[config.mk]
export PLATFORM = sky130hd
export DESIGN_NAME = ram_access_ctrl
export DESIGN_NICKNAME = d
export VERILOG_FILES = /design/src/rtl/ram_access_ctrl.sv
export SDC_FILE = /design/constraint.sdc
export NUM_CORES = 1
export LEC_CHECK = 0
export BUFFER_PORTS_ARGS = -buffer_cell sky130_fd_sc_hd__buf_2
export CORE_UTILIZATION = 37
export CTS_CLUSTER_SIZE = 30
export DETAILED_ROUTE_END_ITERATION = 10
export PLACE_DENSITY_LB_ADDON = 0.08
export REMOVE_ABC_BUFFERS = 1
export SYNTH_ARGS = -nofsm -noshare
export SYNTH_HDL_FRONTEND = slang
export SYNTH_SLANG_ARGS = --single-unit
[constraint.sdc]
create_clock -name clk -period 2.16 [get_ports clk]
set_input_delay 0.108 -clock clk [delete_from_list [all_inputs] [get_ports clk]]
set_output_delay 0.108 -clock clk [all_outputs]
set_load 0.1 [all_outputs]
[src/rtl/ram_access_ctrl.sv]
// Load/store initiator for the data RAM: sub-word stores are done as read-modify-write, loads are sign/zero extended.
// One request at a time; req_ready only in IDLE. Optional macro RAM_ACCESS_MISALIGN_ERR_EN rejects misaligned H/W accesses.
module ram_access_ctrl #(
  parameter int ADDR_W = 12,
  parameter int RD_LAT = 1
) (
  input  logic              clk,
  input  logic              reset,
  input  logic              req_valid,
  output logic              req_ready,
  input  logic              req_we,
  input  logic [2:0]        req_funct3,
  input  logic [ADDR_W+1:0] req_addr,
  input  logic [31:0]       req_wdata,
  output logic              rsp_valid,
  output logic [31:0]       rsp_rdata,
  output logic              rsp_err,
  output logic [ADDR_W-1:0] ram_address,
  output logic [31:0]       ram_data_input,
  output logic              ram_store,
  output logic              ram_load,
  input  logic [31:0]       ram_data_output
);

  typedef enum logic [2:0] {IDLE, RD, WAIT, WR, RESP} state_t;

`ifdef RAM_ACCESS_MISALIGN_ERR_EN
  localparam bit MISALIGN_ERR = 1'b1;
`else
  localparam bit MISALIGN_ERR = 1'b0;
`endif

  state_t      state;
  logic [1:0]  cnt;
  logic        we_q;
  logic [2:0]  f3_q;
  logic [1:0]  off_q;
  logic [15:0] wdata_q;

  assign req_ready = (state == IDLE);

  function automatic logic bad_req(input logic we, input logic [2:0] f3, input logic [1:0] off);
    logic bad;
    logic misaligned;
    case (f3)
      3'b000, 3'b001, 3'b010: bad = 1'b0;
      3'b100, 3'b101:         bad = we;
      default:                bad = 1'b1;
    endcase
    misaligned = (f3[1:0] == 2'b01 && off[0]) || (f3[1:0] == 2'b10 && off != 2'b00);
    return bad || (MISALIGN_ERR && misaligned);
  endfunction

  // Force natural alignment so the lane selects below never straddle a lane boundary.
  function automatic logic [1:0] align_off(input logic [2:0] f3, input logic [1:0] off);
    case (f3[1:0])
      2'b00:   return off;
      2'b01:   return {off[1], 1'b0};
      default: return 2'b00;
    endcase
  endfunction

  function automatic logic [31:0] load_ext(input logic [31:0] w, input logic [2:0] f3, input logic [1:0] off);
    logic [7:0]  b;
    logic [15:0] h;
    logic [31:0] r;
    b = w[{off, 3'b000} +: 8];
    h = w[{off[1], 4'b0000} +: 16];
    case (f3[1:0])
      2'b00:   r = {{24{b[7] & ~f3[2]}}, b};
      2'b01:   r = {{16{h[15] & ~f3[2]}}, h};
      default: r = w;
    endcase
    return r;
  endfunction

  function automatic logic [31:0] merge(input logic [31:0] w, input logic [15:0] wd,
                                        input logic [2:0] f3, input logic [1:0] off);
    logic [31:0] r;
    r = w;
    if (f3[1:0] == 2'b00)
      r[{off, 3'b000} +: 8] = wd[7:0];
    else
      r[{off[1], 4'b0000} +: 16] = wd;
    return r;
  endfunction

  always_ff @(posedge clk) begin
    if (reset) begin
      state          <= IDLE;
      cnt            <= 2'd0;
      we_q           <= 1'b0;
      f3_q           <= 3'b000;
      off_q          <= 2'b00;
      wdata_q        <= 16'h0;
      rsp_valid      <= 1'b0;
      rsp_err        <= 1'b0;
      rsp_rdata      <= 32'h0;
      ram_address    <= '0;
      ram_data_input <= 32'h0;
      ram_store      <= 1'b0;
      ram_load       <= 1'b0;
    end else begin
      ram_load  <= 1'b0;
      ram_store <= 1'b0;
      rsp_valid <= 1'b0;
      rsp_err   <= 1'b0;
      case (state)
        IDLE: begin
          if (req_valid) begin
            we_q    <= req_we;
            f3_q    <= req_funct3;
            off_q   <= align_off(req_funct3, req_addr[1:0]);
            wdata_q <= req_wdata[15:0];
            if (bad_req(req_we, req_funct3, req_addr[1:0])) begin
              state     <= RESP;
              rsp_valid <= 1'b1;
              rsp_err   <= 1'b1;
              rsp_rdata <= 32'h0;
            end else begin
              ram_address <= req_addr[ADDR_W+1:2];
              if (req_we && req_funct3 == 3'b010) begin
                state          <= WR;
                ram_store      <= 1'b1;
                ram_data_input <= req_wdata;
              end else begin
                state    <= RD;
                ram_load <= 1'b1;
              end
            end
          end
        end
        RD: begin
          state <= WAIT;
          cnt   <= 2'd0;
        end
        WAIT: begin
          if (cnt == 2'(RD_LAT - 1)) begin
            if (we_q) begin
              state          <= WR;
              ram_store      <= 1'b1;
              ram_data_input <= merge(ram_data_output, wdata_q, f3_q, off_q);
            end else begin
              state     <= RESP;
              rsp_valid <= 1'b1;
              rsp_rdata <= load_ext(ram_data_output, f3_q, off_q);
            end
          end else begin
            cnt <= cnt + 2'd1;
          end
        end
        WR: begin
          state     <= RESP;
          rsp_valid <= 1'b1;
          rsp_rdata <= 32'h0;
        end
        RESP:    state <= IDLE;
        default: state <= IDLE;
      endcase
    end
  end

endmodule

[After elaboration in Yosys (flattened, before gate mapping)]
Index checks and enable logic that the tools add are counted.
Word-level totals
  register bits after elaboration: 107
  bits of input ports: 85
  output and inout bits: 81
  word-level logic and storage cells: 104
Operators by class
  add/subtract/negate cells: 3
  equal/unequal tests: 17
  shift operators: 6
  multiplexer cells: 40
  bitwise operators: 6
  reductions and logical operators: 19
Operators with widths (number)
  32-bit 2-to-1 mux: 10
  32-bit one-hot mux with 2 select lines: 2
  32-bit one-hot mux with 3 select lines: 1
  32-bit bitwise mux: 2
  16-bit by 7-bit variable shift with 32-bit output, first input constant: 1
  8-bit by 7-bit variable shift with 32-bit output, first input constant: 1
  16-bit by 7-bit indexed part select with 32-bit output: 1
  32-bit by 6-bit indexed part select with 16-bit output: 1
  32-bit by 6-bit indexed part select with 8-bit output: 1
  8-bit by 7-bit indexed part select with 32-bit output: 1
  5-bit negation with 7-bit output: 2
  1-bit 2-to-1 mux: 13
  3-bit 2-to-1 mux: 4
  2-bit != test, second input constant: 6
  3-bit one-hot mux with 4 select lines: 1
  3-bit by 2-bit == test with 1-bit output, second input constant: 3
  2-bit one-hot mux with 2 select lines: 2
  3-bit by 1-bit == test with 1-bit output, second input constant: 2
  3-bit == test, second input constant: 2
  2-bit zero test: 3
  3-bit zero test: 2
  2-bit AND reduction: 3
  6-bit AND reduction: 1
  5-bit AND reduction: 1
  15 further kinds: 25

[Logic depth before layout (Yosys ltp)]
Gate-level depths: netlist of run 1.
  depth in word-level cells: 9
  depth in mapped cells: 9
  mapped depth without buffers: 6

[Least setup slack after synthesis of run 1]
Ideal clock, no wire load.
  kind: register to register
  from: reg state[0]
  to: reg off_q[1]
  setup time: 0.132 ns
  arrival time: 3.439 ns
  data required time: 2.028 ns
  setup slack: -1.412 ns
  cell stages (with the launch flop): 7
  path buffers: 2
  clock period less this slack: 3.572 ns
  cells stage by stage: dfxtp_1 buf_2 nor3_1 nand2_1 clkbuf_1 nand2_1 a21oi_1
Between the ends
  longest elaborated chain between the ends: 2
RTL lines
  start, declared: line 33  | state_t state;
  start signal, assigned: line 90  | state <= IDLE;
  start signal, assigned: line 116  | state <= RESP;
  start signal, assigned: line 123  | state <= WR;
  3-bit zero test
  via req_ready: line 10  | output logic req_ready,
  2-bit AND reduction (no source line)
  end signal, assigned: line 113  | off_q <= align_off(req_funct3, req_addr[1:0]);
  end, declared: line 37  | logic [1:0] off_q;
The timed path passes the listed nets, and every way through them passes these cells.
A chain may end at the register's enable or synchronous reset.

[Worst setup path in the final report of run 1]
  from: reg off_q[1]
  to: reg ram_data_input[25]
Between the ends
  longest elaborated chain between the ends: 7
  elaborated cells between the ends (all ways): 12
  classes of those cells: 2 x add/sub; 4 x shift; 6 x mux
RTL lines
  5-bit negation with 7-bit output (on tied branches): line 84, 82
  16-bit by 7-bit indexed part select with 32-bit output (tied with other cells): line 84  | r[{off[1], 4'b0000} +: 16] = wd;
  32-bit bitwise mux (on tied branches): line 84, 82
  32-bit 2-to-1 mux (*): line 81  | if (f3[1:0] == 2'b00)
  32-bit 2-to-1 mux (*): line 139  | if (we_q) begin
  32-bit 2-to-1 mux (*): line 138  | if (cnt == 2'(RD_LAT - 1)) begin
  32-bit one-hot mux with 2 select lines (*): line 108  | case (state)
  end signal, assigned: line 125  | ram_data_input <= req_wdata;
  end signal, assigned: line 142  | ram_data_input <= merge(ram_data_output, wdata_q, f3_q, off_q);
  end, declared: line 19  | output logic [31:0] ram_data_input,
Mark *: on every way between the ends. The rest lies on a longest branch, timed or not. The select of a mux whose other input is x is not followed.

==> out/results.ini, run 1 <==
[clock_tree]
clock_latency_ns = 0.36
cts_tree = built
htreeDepth = 3
clock_path_buffers = 2
clock-root-buffer = clkbuf_16
clkSlewWorstSetupHoldPaths_ns = 0.07
clock-sinks = 107
cts_buffers = 9

[timing]
hold_ws_ns = 0.00401
setup_violations = 0
finalHoldViolations = 0
slew-limit-headroom_pct = 62.7
rsz0062_at_grt = no
max_freq_ghz = 0.499
min_period_ns = 2.00
maxSlewViolCount = 0
finClkSkew_ns = 0.00755
finalCritPeriodShare_pct = 92.7
worst_pin_slew_ns = 0.558

[drt]
drtIter0Drc = 428
ant_nets = 0
drtPass1Iterations = 7
drc = 0
wl_um = 17600
routed_via_density = 5.65
wl_per_cell_um = 18.5
num_vias = 5363

[placed_design]
portBuffers = 165
gp_congestion = 0.808
hpwl_um = 12200

[synthesis]
ys_ff_latch = 107
synth_top_cells_by_count = 107 x dfxtp_1, 57 x nor2_1, 52 x nand2_1, 49 x a21oi_1, 37 x clkbuf_1
syn_inst = 581
synth.area.top_cells = dfxtp_1 41%, mux2i_1 6.7%, a221oi_1 5.5%
synth_area_leader_cell = dfxtp_1
yosys_warnings = 0
synth_flop_cell = dfxtp_1
synth.most_common_cell = dfxtp_1
synth_area_per_cell_um2 = 9.03
synth_edf_count = 0
async_flop_share_pct = 0
yosys.area.top_type_share_pct = 40.8
synthDistinctLibCells = 53
synth_area_um2 = 5250
yosysSeqAreaShare_pct = 40.8

[cells_and_area]
fillCellCount = 1360
fin_util_pct = 50.5
layout.nets = 856
area_growth_pct = 33.6
antennaDiodeCount = 0
drive_gt1_share_pct = 30.6

[worst_setup_path]
r2r_slack_ns = 0.16
timing.rr.start = off_q[1]
r2r_end = ram_data_input[25]
worstPathMaxFanout = 8
critPathArrivalTime_ns = 2.27
critical_path_class = reg -> reg
crit_path_end_kind = register
worstPathRequired_ns = 2.43
r2r_cells = 7
critPathLaunchType = register

[power_and_ir_drop]
switching_share_pct = 34.1
p_comb_share_pct = 26.1
p_leak_nw = 2.96
p_int_mw = 3.54
sequentialPowerShare_pct = 40.2
power.clock.fraction_pct = 33.8
p_per_area_nw_per_um2 = 765
power.switching_mw = 1.83
ir_drop_v = 0.000491

[grt]
grt_pass1_wl_um = 27100
grt_usage_pct = 24.0
grt_pass1_vias = 5129
grt-ovfl-total = 0
grt_max_degree = 94
antenna_found_initial = 0

[job]
drv_cap = 0

[worst_hold_path]
hold_path_class = in -> reg
hold_path_depth = 3
hp-start = req_wdata[3]
min_delay_worst_endpoint = wdata_q[3]

[floorplan]
row_count = 43
start_util_pct = 37.8
io_pins = 166
die_x_um = 121
core_um2 = 13900
floorplan.die.height_um = 121
dieArea_um2 = 14700

[status]
status = complete, no violations

placed cells by master, fill, tap and decap left out, types with 2 or more instances in the layout:
cell type | netlist | final
buf_2 | 8 | 165
dfxtp_1 | 107 | 106
nor2_1 | 57 | 57
nand2_1 | 52 | 52
a21oi_1 | 49 | 49
mux2i_1 | 35 | 35
buf_4 | 2 | 33
a221oi_1 | 33 | 32
dlygate4sd3_1 | 0 | 25
nand3b_1 | 18 | 18
a211oi_1 | 17 | 17
a211o_1 | 16 | 16
o41ai_1 | 16 | 16
a221o_1 | 15 | 15
a32o_1 | 10 | 10
clkbuf_16 | 0 | 9
inv_1 | 8 | 8
nor3_1 | 7 | 7
nand2b_1 | 7 | 7
o2bb2ai_1 | 7 | 7
o21ai_0 | 6 | 6
ha_1 | 6 | 6
or3_1 | 5 | 5
mux2_2 | 5 | 5
o21ai_1 | 5 | 5
or2_2 | 4 | 4
o21a_1 | 4 | 4
o221ai_1 | 4 | 4
buf_12 | 0 | 4
nor2b_1 | 2 | 2
nor4bb_1 | 2 | 2
nor4_1 | 2 | 2
a22oi_1 | 2 | 2
a22o_1 | 2 | 2
a2bb2oi_1 | 2 | 2
o211ai_1 | 2 | 2
a2111oi_0 | 2 | 2
nand3_1 | 2 | 2
clkbuf_1 | 37 | 2
bufinv_16 | 0 | 2
critical path, stage by stage, from the launching register on:
cell and delay, ns:
dfxtp_4 0.39, inv_2 0.07, ha_1 0.34, nor4bb_1 0.30, buf_4 0.23, a221oi_1 0.10
a211o_1 0.28, a211oi_1 0.20
per-stage QoR:
step | TNS (ns) | worst slack [ns] | cell area [um^2] | std cells | power, mW
after floorplan | -103.79 | -1.88 | 5020 | 527 | 3.09
after detailed placement | 0 | 0.0476 | 6430 | 909 | 3.56
after CTS | 0 | 0.0392 | 7010 | 950 | 5.41
final | 0 | 0.157 | 7010 | 950 | 5.37
after global routing | 0 | 0.0256 | 7010 | 950 | 5.58
after global placement | 0 | 0.153 | 6430 | 909 | 3.54
kinds of logic (layout without fill, tap and decap cells):
family          after synthesis  in the layout  synth area share [%]
compound gates              199            199                  29.3
buf+inv                      63            252                  4.98
simple gates                166            166                  15.7
mux                          40             40                  7.75
flops                       107            107                  40.8
fa+ha+maj                     6              6                  1.43
registers in the layout (all words and copies together), names as in the netlist, 2 cells and up:
| register | cells |
|---|---|
| cnt | 2 |
| f3_q | 3 |
| ram_data_input | 32 |
| ram_address | 12 |
| rsp_rdata | 32 |
| state | 3 |
| wdata_q | 16 |
| off_q | 2 |
per-layer routing:
layer	track usage, %	vias to the layer above	wire, um
met5	0	-	0
met4	7.72	0	427
met3	6.67	25	1130
met1	29.7	2585	7620
li1	-	2576	-
met2	40.2	177	8410
worst max path at each step:
| stage | to | cells past startpoint | from |
|---|---|---|---|
| finish | ram_data_input[25] | 7 | off_q[1] |
| global route | ram_data_input[31] | 7 | off_q[1] |
| CTS | ram_data_input[29] | 7 | off_q[1] |
| detailed placement | ram_data_input[28] | 7 | off_q[1] |
| global placement | ram_data_input[31] | 7 | off_q[1] |
| floorplan | rsp_err | 3 | state[0] |
area by class of cell:
cell class	instances	area (um^2)	area share, %
Clock inverter	4	73.8	1.05
Tap cell	180	225	3.21
Multi-Input combinational cell	411	2880	41.1
Sequential cell	107	2150	30.6
Timing Repair Buffer	227	1400	20.0
Inverter	9	33.8	0.482
Clock buffer	12	246	3.52
timing repair:
| action | in CTS | in global routing |
|---|---|---|
| buffers inserted | 0 | 0 |
| resized for setup | 0 | 2 |
| setup endpoints to repair | 0 | 16 |
| endpoints found under the hold margin | 25 | 0 |
| hold buffers | 25 | 0 |
power by group through the flow:
stage / Clock (mW) / Combinational [mW] / Sequential (mW)
after floorplan: 0 / 0.469 / 2.63
after global placement: 0 / 1.34 / 2.20
after detailed placement: 0 / 1.36 / 2.20
after CTS: 1.86 / 1.40 / 2.15
after global routing: 1.93 / 1.48 / 2.16
final: 1.81 / 1.40 / 2.15
Power figures use the tool's default switching activity.
==> inputs of run 2 (changes only) <==
--- a/config.mk
+++ b/config.mk
@@ -9,6 +9,7 @@
 export CORE_UTILIZATION = 37
 export CTS_CLUSTER_SIZE = 30
 export DETAILED_ROUTE_END_ITERATION = 10
+export MAX_ROUTING_LAYER = met4
 export PLACE_DENSITY_LB_ADDON = 0.08
 export REMOVE_ABC_BUFFERS = 1
 export SYNTH_ARGS = -nofsm -noshare
==> constraint.sdc (replaced) <==
create_clock -name clk -period 2.16 [get_ports clk]
set_input_delay 0.216 -clock clk [delete_from_list [all_inputs] [get_ports clk]]
set_output_delay 0.216 -clock clk [all_outputs]
set_load 0.1 [all_outputs]
==> run 2 against run 1 <==
  * First-iteration DRC count rose by 1.9%
  * Fmax fell by 2.6%
  * Routed wire length fell by 1.8%
  * Clock power fell by 5%
  * Register-to-register slack got worse by 0.05 ns
  * Die area did not move
  * Critical path depth did not move
  * Worst setup slack got worse by 0.054 ns
  * Core utilization fell by 2.0 points
  * Critical path type unchanged
  * Largest power group unchanged
==> out/results.ini, run 2 (synthesis gave the netlist of run 1 again) <==
[worst_setup_path]
max_stage_delay_ns = 0.40
crit_path_end_kind = register
cp_slowest_cell = dfxtp_2
critPathArrivalTime_ns = 2.31
critical_path_class = reg -> reg
critPathLaunchType = register
path_cells = inv_2, ha_1, nor4bb_1, buf_4, a221oi_1, a211o_1, a211oi_1
cp_num_buf_inv = 2
crit_family = compound AO/OA/AOI/OAI gates
worstPathMaxFanout = 8
worstPathRequired_ns = 2.41

[floorplan]
start_util_pct = 37.8
die_x_um = 121
floorplan.die.height_um = 121
row_count = 43
core_um2 = 13900
io_pins = 166
dieArea_um2 = 14700

[grt]
grt_max_degree = 94
grt_pass1_vias = 5141
grt-ovfl-total = 0
grt_pass1_wl_um = 26800
grt_usage_pct = 24.4
antenna_found_initial = 0

[power_and_ir_drop]
p_leak_nw = 2.84
p_per_area_nw_per_um2 = 778
ir_drop_v = 0.000508

[placed_design]
post_dp_cell_area_um2 = 6420
hpwl_um = 12100
portBuffers = 165
dp_slack_ns = 0.0112
gp_congestion = 0.813

[drt]
wl_um = 17300
drtPass1Iterations = 5
ant_nets = 0
drtIter0Drc = 436
wl_per_cell_um = 18.7
num_vias = 5295
drc = 0
routed_via_density = 5.74

[timing]
finalCritPeriodShare_pct = 95.2
finClkSkew_ns = 0.00587
finalHoldViolations = 0
rsz0062_at_grt = no
max_freq_ghz = 0.486
slew-limit-headroom_pct = 61.1
maxSlewViolCount = 0
layout_setup_ws_ns = 0.103
setup_violations = 0
min_period_ns = 2.06
hold_ws_ns = 0.0942
worst_pin_slew_ns = 0.581
fin_setup_tns_ns = 0

[cells_and_area]
antennaDiodeCount = 0
final_cell_mix = 165 x buf_2, 106 x dfxtp_1, 57 x nor2_1, 52 x nand2_1, 49 x a21oi_1
layout.nets = 829
multi_input_area_um2 = 2880
final_area_um2 = 6730
area_growth_pct = 28.2
drive_gt1_share_pct = 31.4
mostFrequentLayoutCell = buf_2
largest_registers = ram_data_input: 32 flops, rsp_rdata: 32 flops, wdata_q: 16 flops
seq_area_um2 = 2140
fillCellCount = 1333

[clock_tree]
cts_buffers = 9
cts_tree = built
htreeDepth = 3
post_cts_buffers = 0
clock_path_buffers = 2
clock_latency_ns = 0.35
clock-sinks = 107
clock-root-buffer = clkbuf_16
cts_resized = 0
hold_buffers = 0
clkSlewWorstSetupHoldPaths_ns = 0.07

[status]
status = complete, no violations

[worst_hold_path]
hold_path_class = in -> reg

[job]
drv_cap = 0

## run 2: cell count changes in the layout (fill, tap and decap cells not counted), sizes merged
cell / previous run / this run
clkinv: 2 / 0
buf: 202 / 200
bufinv: 2 / 1
dlygate4sd3: 25 / 0
clkbuf: 12 / 15
## run 2: layer usage
layer	share of wire, %	vias to the layer above	routed length (um)	GRT usage [%]
met1	44	2572	7620	29.9
li1	-	2531	-	-
met3	5.2	22	893	5.40
met5	0	-	0	-
met2	49	170	8430	40.4
met4	1.9	0	328	6.87
## run 2: power by group
group          switching, mW  total (mW)  internal, mW
sequential            0.0853        2.15          2.07
clock                  0.721        1.72         0.997
combinational          0.974        1.36         0.389
total                   1.78        5.23          3.46
## run 2: worst paths after layout
| path | cells after the start | from | to | slack (ns) |
|---|---|---|---|---|
| worst min-delay path | 3 | req_addr[6] | ram_address[4] | 0.09 |
| worst max-delay path | 7 | off_q[1] | ram_data_input[30] | 0.10 |
| worst max register to register | 7 | off_q[1] | ram_data_input[30] | 0.10 |
| worst min register to register | 2 | ram_data_input[16] | ram_data_input[16] | 0.48 |
## run 2: tightest hold or removal path, cell delays in order
cell and delay (ns):
buf_2 0.07, mux2i_1 0.05, nor2_1 0.07
## run 2: final cells by class
cell class              count  area share (%)
inverters                   9           0.502
multi-input cells         411            42.8
clock buffers              15            4.13
repair buffers            200            16.9
flip-flops and latches    107            31.9
clock inverters             1           0.446
well taps                 180            3.35
## run 2: through the flow
step           power [mW]  util, %  cells
6_report             5.23     48.5    923
5_1_grt              5.45     48.5    923
4_1_cts              5.28     48.5    923
3_5_place_dp         3.56     46.3    907
3_3_place_gp         3.54     46.3    907
2_1_floorplan        3.09        -    527
